File: src/rtl/patbuf_load_arbiter_if.sv
// rtl/patbuf_load_arbiter_if.sv - PAT, host-burst and pattern-buffer signals of the load arbiter
interface patbuf_load_arbiter_if #(
  parameter int d_width      = 8,
  parameter int bufp_width   = 3,
  parameter int fieldp_width = 5,
  parameter int len_width    = 6
);
  localparam int aw = bufp_width + fieldp_width;

  logic [aw-1:0]        pat_fieldwp;
  logic                 pat_we_low;
  logic                 pat_we_high;
  logic [d_width-1:0]   pat_wdata;

  logic                 host_start;
  logic [aw-1:0]        host_base;
  logic [len_width-1:0] host_len;
  logic                 host_high;
  logic                 host_valid;
  logic [d_width-1:0]   host_data;
  logic                 host_ready;
  logic                 host_busy;
  logic                 host_done;

  logic [aw-1:0]        buf_fieldwp;
  logic                 field_write_en_low;
  logic                 field_write_en_high;
  logic [d_width-1:0]   field_wdata;

  modport master (
    output pat_fieldwp, pat_we_low, pat_we_high, pat_wdata,
    output host_start, host_base, host_len, host_high, host_valid, host_data,
    input  host_ready, host_busy, host_done,
    input  buf_fieldwp, field_write_en_low, field_write_en_high, field_wdata
  );

  modport slave (
    input  pat_fieldwp, pat_we_low, pat_we_high, pat_wdata,
    input  host_start, host_base, host_len, host_high, host_valid, host_data,
    output host_ready, host_busy, host_done,
    output buf_fieldwp, field_write_en_low, field_write_en_high, field_wdata
  );
endinterface

File: src/rtl/patbuf_load_arbiter.sv
// rtl/patbuf_load_arbiter.sv - shares the pattern-buffer write port between PAT and a host burst loader
module patbuf_load_arbiter #(
  parameter int d_width      = 8,
  parameter int bufp_width   = 3,
  parameter int fieldp_width = 5,
  parameter int len_width    = 6
) (
  input logic                  clk,
  input logic                  reset,
  patbuf_load_arbiter_if.slave bus
);
  localparam int aw = bufp_width + fieldp_width;

  typedef enum logic [1:0] {IDLE, LOAD, DONE} state_e;

  state_e               state_q, state_d;
  logic [aw-1:0]        base_q, base_d;
  logic [len_width-1:0] len_q, len_d;
  logic [len_width-1:0] count_q, count_d;
  logic                 high_q, high_d;

  logic [aw-1:0]        buf_fieldwp_q;
  logic                 en_low_q, en_high_q;
  logic [d_width-1:0]   wdata_q;

  logic                 pat_any;
  logic                 last_beat;
  logic [aw-1:0]        host_addr;
  logic                 ready;
  logic                 busy;
  logic                 done;
  logic                 accept;

  assign pat_any   = bus.pat_we_low | bus.pat_we_high;
  // len_q == 0 wraps to all-ones here, giving the full 2^len_width beats
  assign last_beat = (count_q == len_q - len_width'(1));
  assign host_addr = base_q + aw'(count_q);

  always_ff @(posedge clk or negedge reset) begin
    if (!reset) begin
      state_q <= IDLE;
      base_q  <= '0;
      len_q   <= '0;
      count_q <= '0;
      high_q  <= 1'b0;
    end else begin
      state_q <= state_d;
      base_q  <= base_d;
      len_q   <= len_d;
      count_q <= count_d;
      high_q  <= high_d;
    end
  end

  always_comb begin
    state_d = state_q;
    base_d  = base_q;
    len_d   = len_q;
    count_d = count_q;
    high_d  = high_q;
    case (state_q)
      IDLE: begin
        if (bus.host_start) begin
          base_d  = bus.host_base;
          len_d   = bus.host_len;
          high_d  = bus.host_high;
          count_d = '0;
          state_d = LOAD;
        end
      end
      LOAD: begin
        if (accept) begin
          count_d = count_q + len_width'(1);
          if (last_beat) begin
            state_d = DONE;
          end
        end
      end
      DONE:    state_d = IDLE;
      default: state_d = IDLE;
    endcase
  end

  // Ready is combinational so a PAT strobe stalls the host in the same cycle
  always_comb begin
    ready  = 1'b0;
    busy   = 1'b0;
    done   = 1'b0;
    case (state_q)
      LOAD: begin
        ready = !pat_any;
        busy  = 1'b1;
      end
      DONE: begin
        busy = 1'b1;
        done = 1'b1;
      end
      default: ;
    endcase
    accept = ready & bus.host_valid;
  end

  always_ff @(posedge clk or negedge reset) begin
    if (!reset) begin
      buf_fieldwp_q <= '0;
      en_low_q      <= 1'b0;
      en_high_q     <= 1'b0;
      wdata_q       <= '0;
    end else if (pat_any) begin
      buf_fieldwp_q <= bus.pat_fieldwp;
      en_low_q      <= bus.pat_we_low;
      en_high_q     <= bus.pat_we_high;
      wdata_q       <= bus.pat_wdata;
    end else if (accept) begin
      buf_fieldwp_q <= host_addr;
      en_low_q      <= !high_q;
      en_high_q     <= high_q;
      wdata_q       <= bus.host_data;
    end else begin
      en_low_q      <= 1'b0;
      en_high_q     <= 1'b0;
    end
  end

  assign bus.host_ready          = ready;
  assign bus.host_busy           = busy;
  assign bus.host_done           = done;
  assign bus.buf_fieldwp         = buf_fieldwp_q;
  assign bus.field_write_en_low  = en_low_q;
  assign bus.field_write_en_high = en_high_q;
  assign bus.field_wdata         = wdata_q;
endmodule

File: src/flat_wrapper.sv
// flat-port wrapper written by rule: the top's interface ports become plain ports
module patbuf_load_arbiter_flat 
#(
  parameter int d_width      = 8,
  parameter int bufp_width   = 3,
  parameter int fieldp_width = 5,
  parameter int len_width    = 6
)
  (clk, reset, bus_pat_fieldwp, bus_pat_we_low, bus_pat_we_high, bus_pat_wdata, bus_host_start, bus_host_base, bus_host_len, bus_host_high, bus_host_valid, bus_host_data, bus_host_ready, bus_host_busy, bus_host_done, bus_buf_fieldwp, bus_field_write_en_low, bus_field_write_en_high, bus_field_wdata);
  patbuf_load_arbiter_if #(.d_width(d_width), .bufp_width(bufp_width), .fieldp_width(fieldp_width), .len_width(len_width)) bus_i ();
  input logic clk;
  input logic reset;
  input wire logic [$bits(bus_i.pat_fieldwp)-1:0] bus_pat_fieldwp;
  input wire logic [$bits(bus_i.pat_we_low)-1:0] bus_pat_we_low;
  input wire logic [$bits(bus_i.pat_we_high)-1:0] bus_pat_we_high;
  input wire logic [$bits(bus_i.pat_wdata)-1:0] bus_pat_wdata;
  input wire logic [$bits(bus_i.host_start)-1:0] bus_host_start;
  input wire logic [$bits(bus_i.host_base)-1:0] bus_host_base;
  input wire logic [$bits(bus_i.host_len)-1:0] bus_host_len;
  input wire logic [$bits(bus_i.host_high)-1:0] bus_host_high;
  input wire logic [$bits(bus_i.host_valid)-1:0] bus_host_valid;
  input wire logic [$bits(bus_i.host_data)-1:0] bus_host_data;
  output wire logic [$bits(bus_i.host_ready)-1:0] bus_host_ready;
  output wire logic [$bits(bus_i.host_busy)-1:0] bus_host_busy;
  output wire logic [$bits(bus_i.host_done)-1:0] bus_host_done;
  output wire logic [$bits(bus_i.buf_fieldwp)-1:0] bus_buf_fieldwp;
  output wire logic [$bits(bus_i.field_write_en_low)-1:0] bus_field_write_en_low;
  output wire logic [$bits(bus_i.field_write_en_high)-1:0] bus_field_write_en_high;
  output wire logic [$bits(bus_i.field_wdata)-1:0] bus_field_wdata;
  assign bus_i.pat_fieldwp = bus_pat_fieldwp;
  assign bus_i.pat_we_low = bus_pat_we_low;
  assign bus_i.pat_we_high = bus_pat_we_high;
  assign bus_i.pat_wdata = bus_pat_wdata;
  assign bus_i.host_start = bus_host_start;
  assign bus_i.host_base = bus_host_base;
  assign bus_i.host_len = bus_host_len;
  assign bus_i.host_high = bus_host_high;
  assign bus_i.host_valid = bus_host_valid;
  assign bus_i.host_data = bus_host_data;
  assign bus_host_ready = bus_i.host_ready;
  assign bus_host_busy = bus_i.host_busy;
  assign bus_host_done = bus_i.host_done;
  assign bus_buf_fieldwp = bus_i.buf_fieldwp;
  assign bus_field_write_en_low = bus_i.field_write_en_low;
  assign bus_field_write_en_high = bus_i.field_write_en_high;
  assign bus_field_wdata = bus_i.field_wdata;
  patbuf_load_arbiter #(.d_width(d_width), .bufp_width(bufp_width), .fieldp_width(fieldp_width), .len_width(len_width)) u_core (.clk(clk), .reset(reset), .bus(bus_i));
endmodule
File: config.mk
export PLATFORM = sky130hd
export DESIGN_NAME = patbuf_load_arbiter_flat
export DESIGN_NICKNAME = d
export VERILOG_FILES = /design/src/rtl/patbuf_load_arbiter_if.sv /design/src/rtl/patbuf_load_arbiter.sv /design/src/flat_wrapper.sv
export SDC_FILE = /design/constraint.sdc
export NUM_CORES = 1
export LEC_CHECK = 0
export ABC_CLOCK_PERIOD_IN_PS = 2000
export CAP_MARGIN = 20
export CORE_ASPECT_RATIO = 1.5
export CORE_MARGIN = 5
export CORE_UTILIZATION = 47
export DETAILED_ROUTE_END_ITERATION = 12
export PLACE_DENSITY = 0.8
export SLEW_MARGIN = 20
export SYNTH_ARGS = -nofsm -noshare
export SYNTH_HDL_FRONTEND = slang
export SYNTH_SLANG_ARGS = --single-unit
File: constraint.sdc
create_clock -name clk -period 2 [get_ports clk]
set_input_delay 0.4 -clock clk [delete_from_list [all_inputs] [get_ports clk]]
set_output_delay 0.4 -clock clk [all_outputs]
set_load 0.1 [all_outputs]
==> results.sh <==
export IMPL_rows=30
export IMPL_route_detailed_drc=0
export IMPL_syn_area_um2=2200
export IMPL_max_slew_margin_pct=66.4
export IMPL_clock_sinks=41
export IMPL_drt_iter0_markers=113
export IMPL_vias=1838
export IMPL_place_detailed_hpwl_um=4070
export IMPL_routedWlPerCell_um=13.9
export IMPL_synth_cell_types=36
export IMPL_ios=66
export IMPL_port_buffers=65
export IMPL_critPathLaunchType="flop"
export IMPL_synth_fp_nets=279
export IMPL_cts_tree="yes"
export IMPL_path_clk_slew_ps=80
export IMPL_first_global_vias=1887
export IMPL_power_switching_uw=1460
export IMPL_insertedDiodeCount=0
export IMPL_die_w_um=65.8
export IMPL_synth_top_area_share_pct=46.7
export IMPL_ff2ff_setup_slack_ps=150
export IMPL_status="completed"
export IMPL_htreeDepth=2
export IMPL_fin_nets=358
export IMPL_fin_util_pct=68.7
export IMPL_final_setup_skew_ps=8.86
export IMPL_p_int_uw=2130
export IMPL_async_reset_ff_share_pct=100
export IMPL_start_util_pct=48.3
export IMPL_cp_slowest_stage_delay_ps=400
export IMPL_synth_edf_count=0
export IMPL_synth_flop_cell="dfrtp_1"
export IMPL_fin_cells=366
export IMPL_ant_nets=0
export IMPL_critPathCaptureType="output pin"
export IMPL_mostFrequentLayoutCell="clkdlybuf4s50_1"
export IMPL_viasPerCell=5.02
export IMPL_yosys_warnings=0
export IMPL_cp_num_buf_inv=3
export IMPL_path_class="reg2out"
export IMPL_postSynthAreaPerCell_um2=9.89
export IMPL_cts_buffers=5
export IMPL_post_cts_buffers=0
export IMPL_ys_seq_area_share_pct=46.7
export IMPL_grt_max_degree=32
export IMPL_grt_first_pass_wirelength_um=8470
export IMPL_finalCriticalPeriod_ps=1890
export IMPL_worst_ep_arrival_time_ps=1490
export IMPL_cp_cell_sequence="inv_1, ha_2, inv_1, nor3_4, buf_12"
export IMPL_period_share_pct=94.6
export IMPL_synth_area_leaders="dfrtp_1 (47%), mux2_2 (7.7%), ha_1 (6.3%)"
export IMPL_drive_above_1_share_pct=22.5
export IMPL_final_max_slew_viol_count=0
export IMPL_cellPowerDensity_nw_per_um2=1150
export IMPL_routed_wl_um=5080
export IMPL_hold_viol=0
export IMPL_drtPass1Iterations=4
export IMPL_cp_max_fo=7
export IMPL_setup_violations=0
export IMPL_gp_congestion=0.780
export IMPL_sw_frac_of_total_pct=40.6
export IMPL_seqPwrFrac_pct=34.6
export IMPL_crit_top_cell="inv_1"
export IMPL_syn_inst=222
export IMPL_die_height_um=93.7
export IMPL_clk_latency_ps=300
export IMPL_core_area_um2=4540
export IMPL_fmaxAchievable_ghz=0.529
export IMPL_rsz0062_at_grt="no"
export IMPL_antenna_found_initial=0
export IMPL_hp_class="in2async"
export IMPL_power_share_clock_pct=16.4
export IMPL_critPathSlowestCell="dfrtp_1"
export IMPL_maxCapViolations=0
export IMPL_worstMarginPinSlew_ps=505
export IMPL_cts_resized_gates=0
export IMPL_required_ps=1600
export IMPL_grt_usage_pct=18.0
export IMPL_ir_worst_vdd_uv=707
export IMPL_yosys_area_top_type="dfrtp_1"
export IMPL_p_leak_uw=0.00139
export IMPL_p_comb_share_pct=49.0
export IMPL_cts_root_buf="clkbuf_8"
export IMPL_synthToLayoutAreaGrowth_pct=42.1
export IMPL_path_delay_family="flip-flops"
export IMPL_die_area_um2=6170
export IMPL_hold_buffers=0
export IMPL_overflow=0
export IMPL_cts_buffer_depth=2
export IMPL_dp_cells=358
export IMPL_mostFrequentLayoutCells="clkdlybuf4s50_1 (43), dfrtp_1 (41), buf_4 (32)"
export IMPL_ys_ff_latch=41
## cell type report
type,count,area [um^2]
clock buffers,7,96.3
fillers,380,1420
multi-input cells,163,1120
flip-flops and latches,41,1030
repair buffers,80,756
clock inverters,1,5.00
inverters,10,37.5
well taps,64,80.1
## per-layer routing
layer | global-route usage [%] | wire (um)
met1 | 18.4 | 1960
met2 | 34.1 | 2720
met3 | 5.03 | 346
met4 | 6.06 | 57
met5 | 0 | 0
## cells in the mapped netlist (2+ instances only)
master    count
nor3_1        4
nand2b_1      4
xor2_1        5
ha_1         11
a211oi_1      3
a31oi_1      12
nand3_1       4
o211ai_1      2
nor2b_1       4
a21oi_1      12
clkbuf_1      7
dfrtp_1      41
o21bai_1      2
o21a_1        2
mux2_2       15
nand4_1       2
o21ai_0       7
nand2_1      27
a21o_1        3
inv_1        10
nor2_1       22
xnor2_1       9
## through the flow
stage | TNS [ps] | hold slack, ps | total power [uW] | worst slack, ps | area (um^2)
after floorplan | 0 | 104 | 2500 | 64.6 | 2210
after global placement | 0 | 390 | 2980 | 46.7 | 3010
after detailed placement | -4.00 | 397 | 3020 | -4.00 | 3010
after CTS | 0 | 69.5 | 3630 | 7.37 | 3120
after global routing | 0 | 85.6 | 3850 | 13.8 | 3120
final | 0 | 60.3 | 3590 | 108 | 3120
## flip-flops by register name, indices dropped and copies added (netlist names)
name and cells:
u_core.base_q 8, u_core.bus.buf_fieldwp 8, u_core.bus.field_wdata 8, u_core.count_q 6, u_core.len_q 6, u_core.state_q 2
u_core.bus.field_write_en_high 1, u_core.bus.field_write_en_low 1, u_core.high_q 1
## worst paths after layout
kind                                   start                             to  depth (start not counted)
max reg2reg                u_core.count_q[0]      u_core.bus.buf_fieldwp[6]                          9
min                                    reset      u_core.bus.field_wdata[4]                          1
min reg2reg                    u_core.high_q  u_core.bus.field_write_en_low                          1
min in group clk               u_core.high_q  u_core.bus.field_write_en_low                          1
max                        u_core.state_q[1]                 bus_host_ready                          5
max in group asynchronous              reset                u_core.len_q[5]                          2
## kinds of logic after synthesis
family | after synthesis | share of synthesized area, %
DFF | 41 | 46.7
and+or+nand+nor | 72 | 15.2
adders and majority gates | 12 | 7.18
xor gates and xnor gates | 14 | 5.58
muxes | 15 | 7.69
AOI/OAI and AO/OA | 50 | 14.5
buffers and inverters | 18 | 3.13
## power by group through the flow
| stage | Clock [uW] | Combinational, uW | Sequential, uW |
|---|---|---|---|
| after floorplan | 0 | 1000 | 1500 |
| after global placement | 0 | 1730 | 1250 |
| after detailed placement | 0 | 1760 | 1260 |
| after CTS | 609 | 1780 | 1240 |
| after global routing | 648 | 1930 | 1280 |
| final | 591 | 1760 | 1240 |
Power figures use the tool's default switching activity.
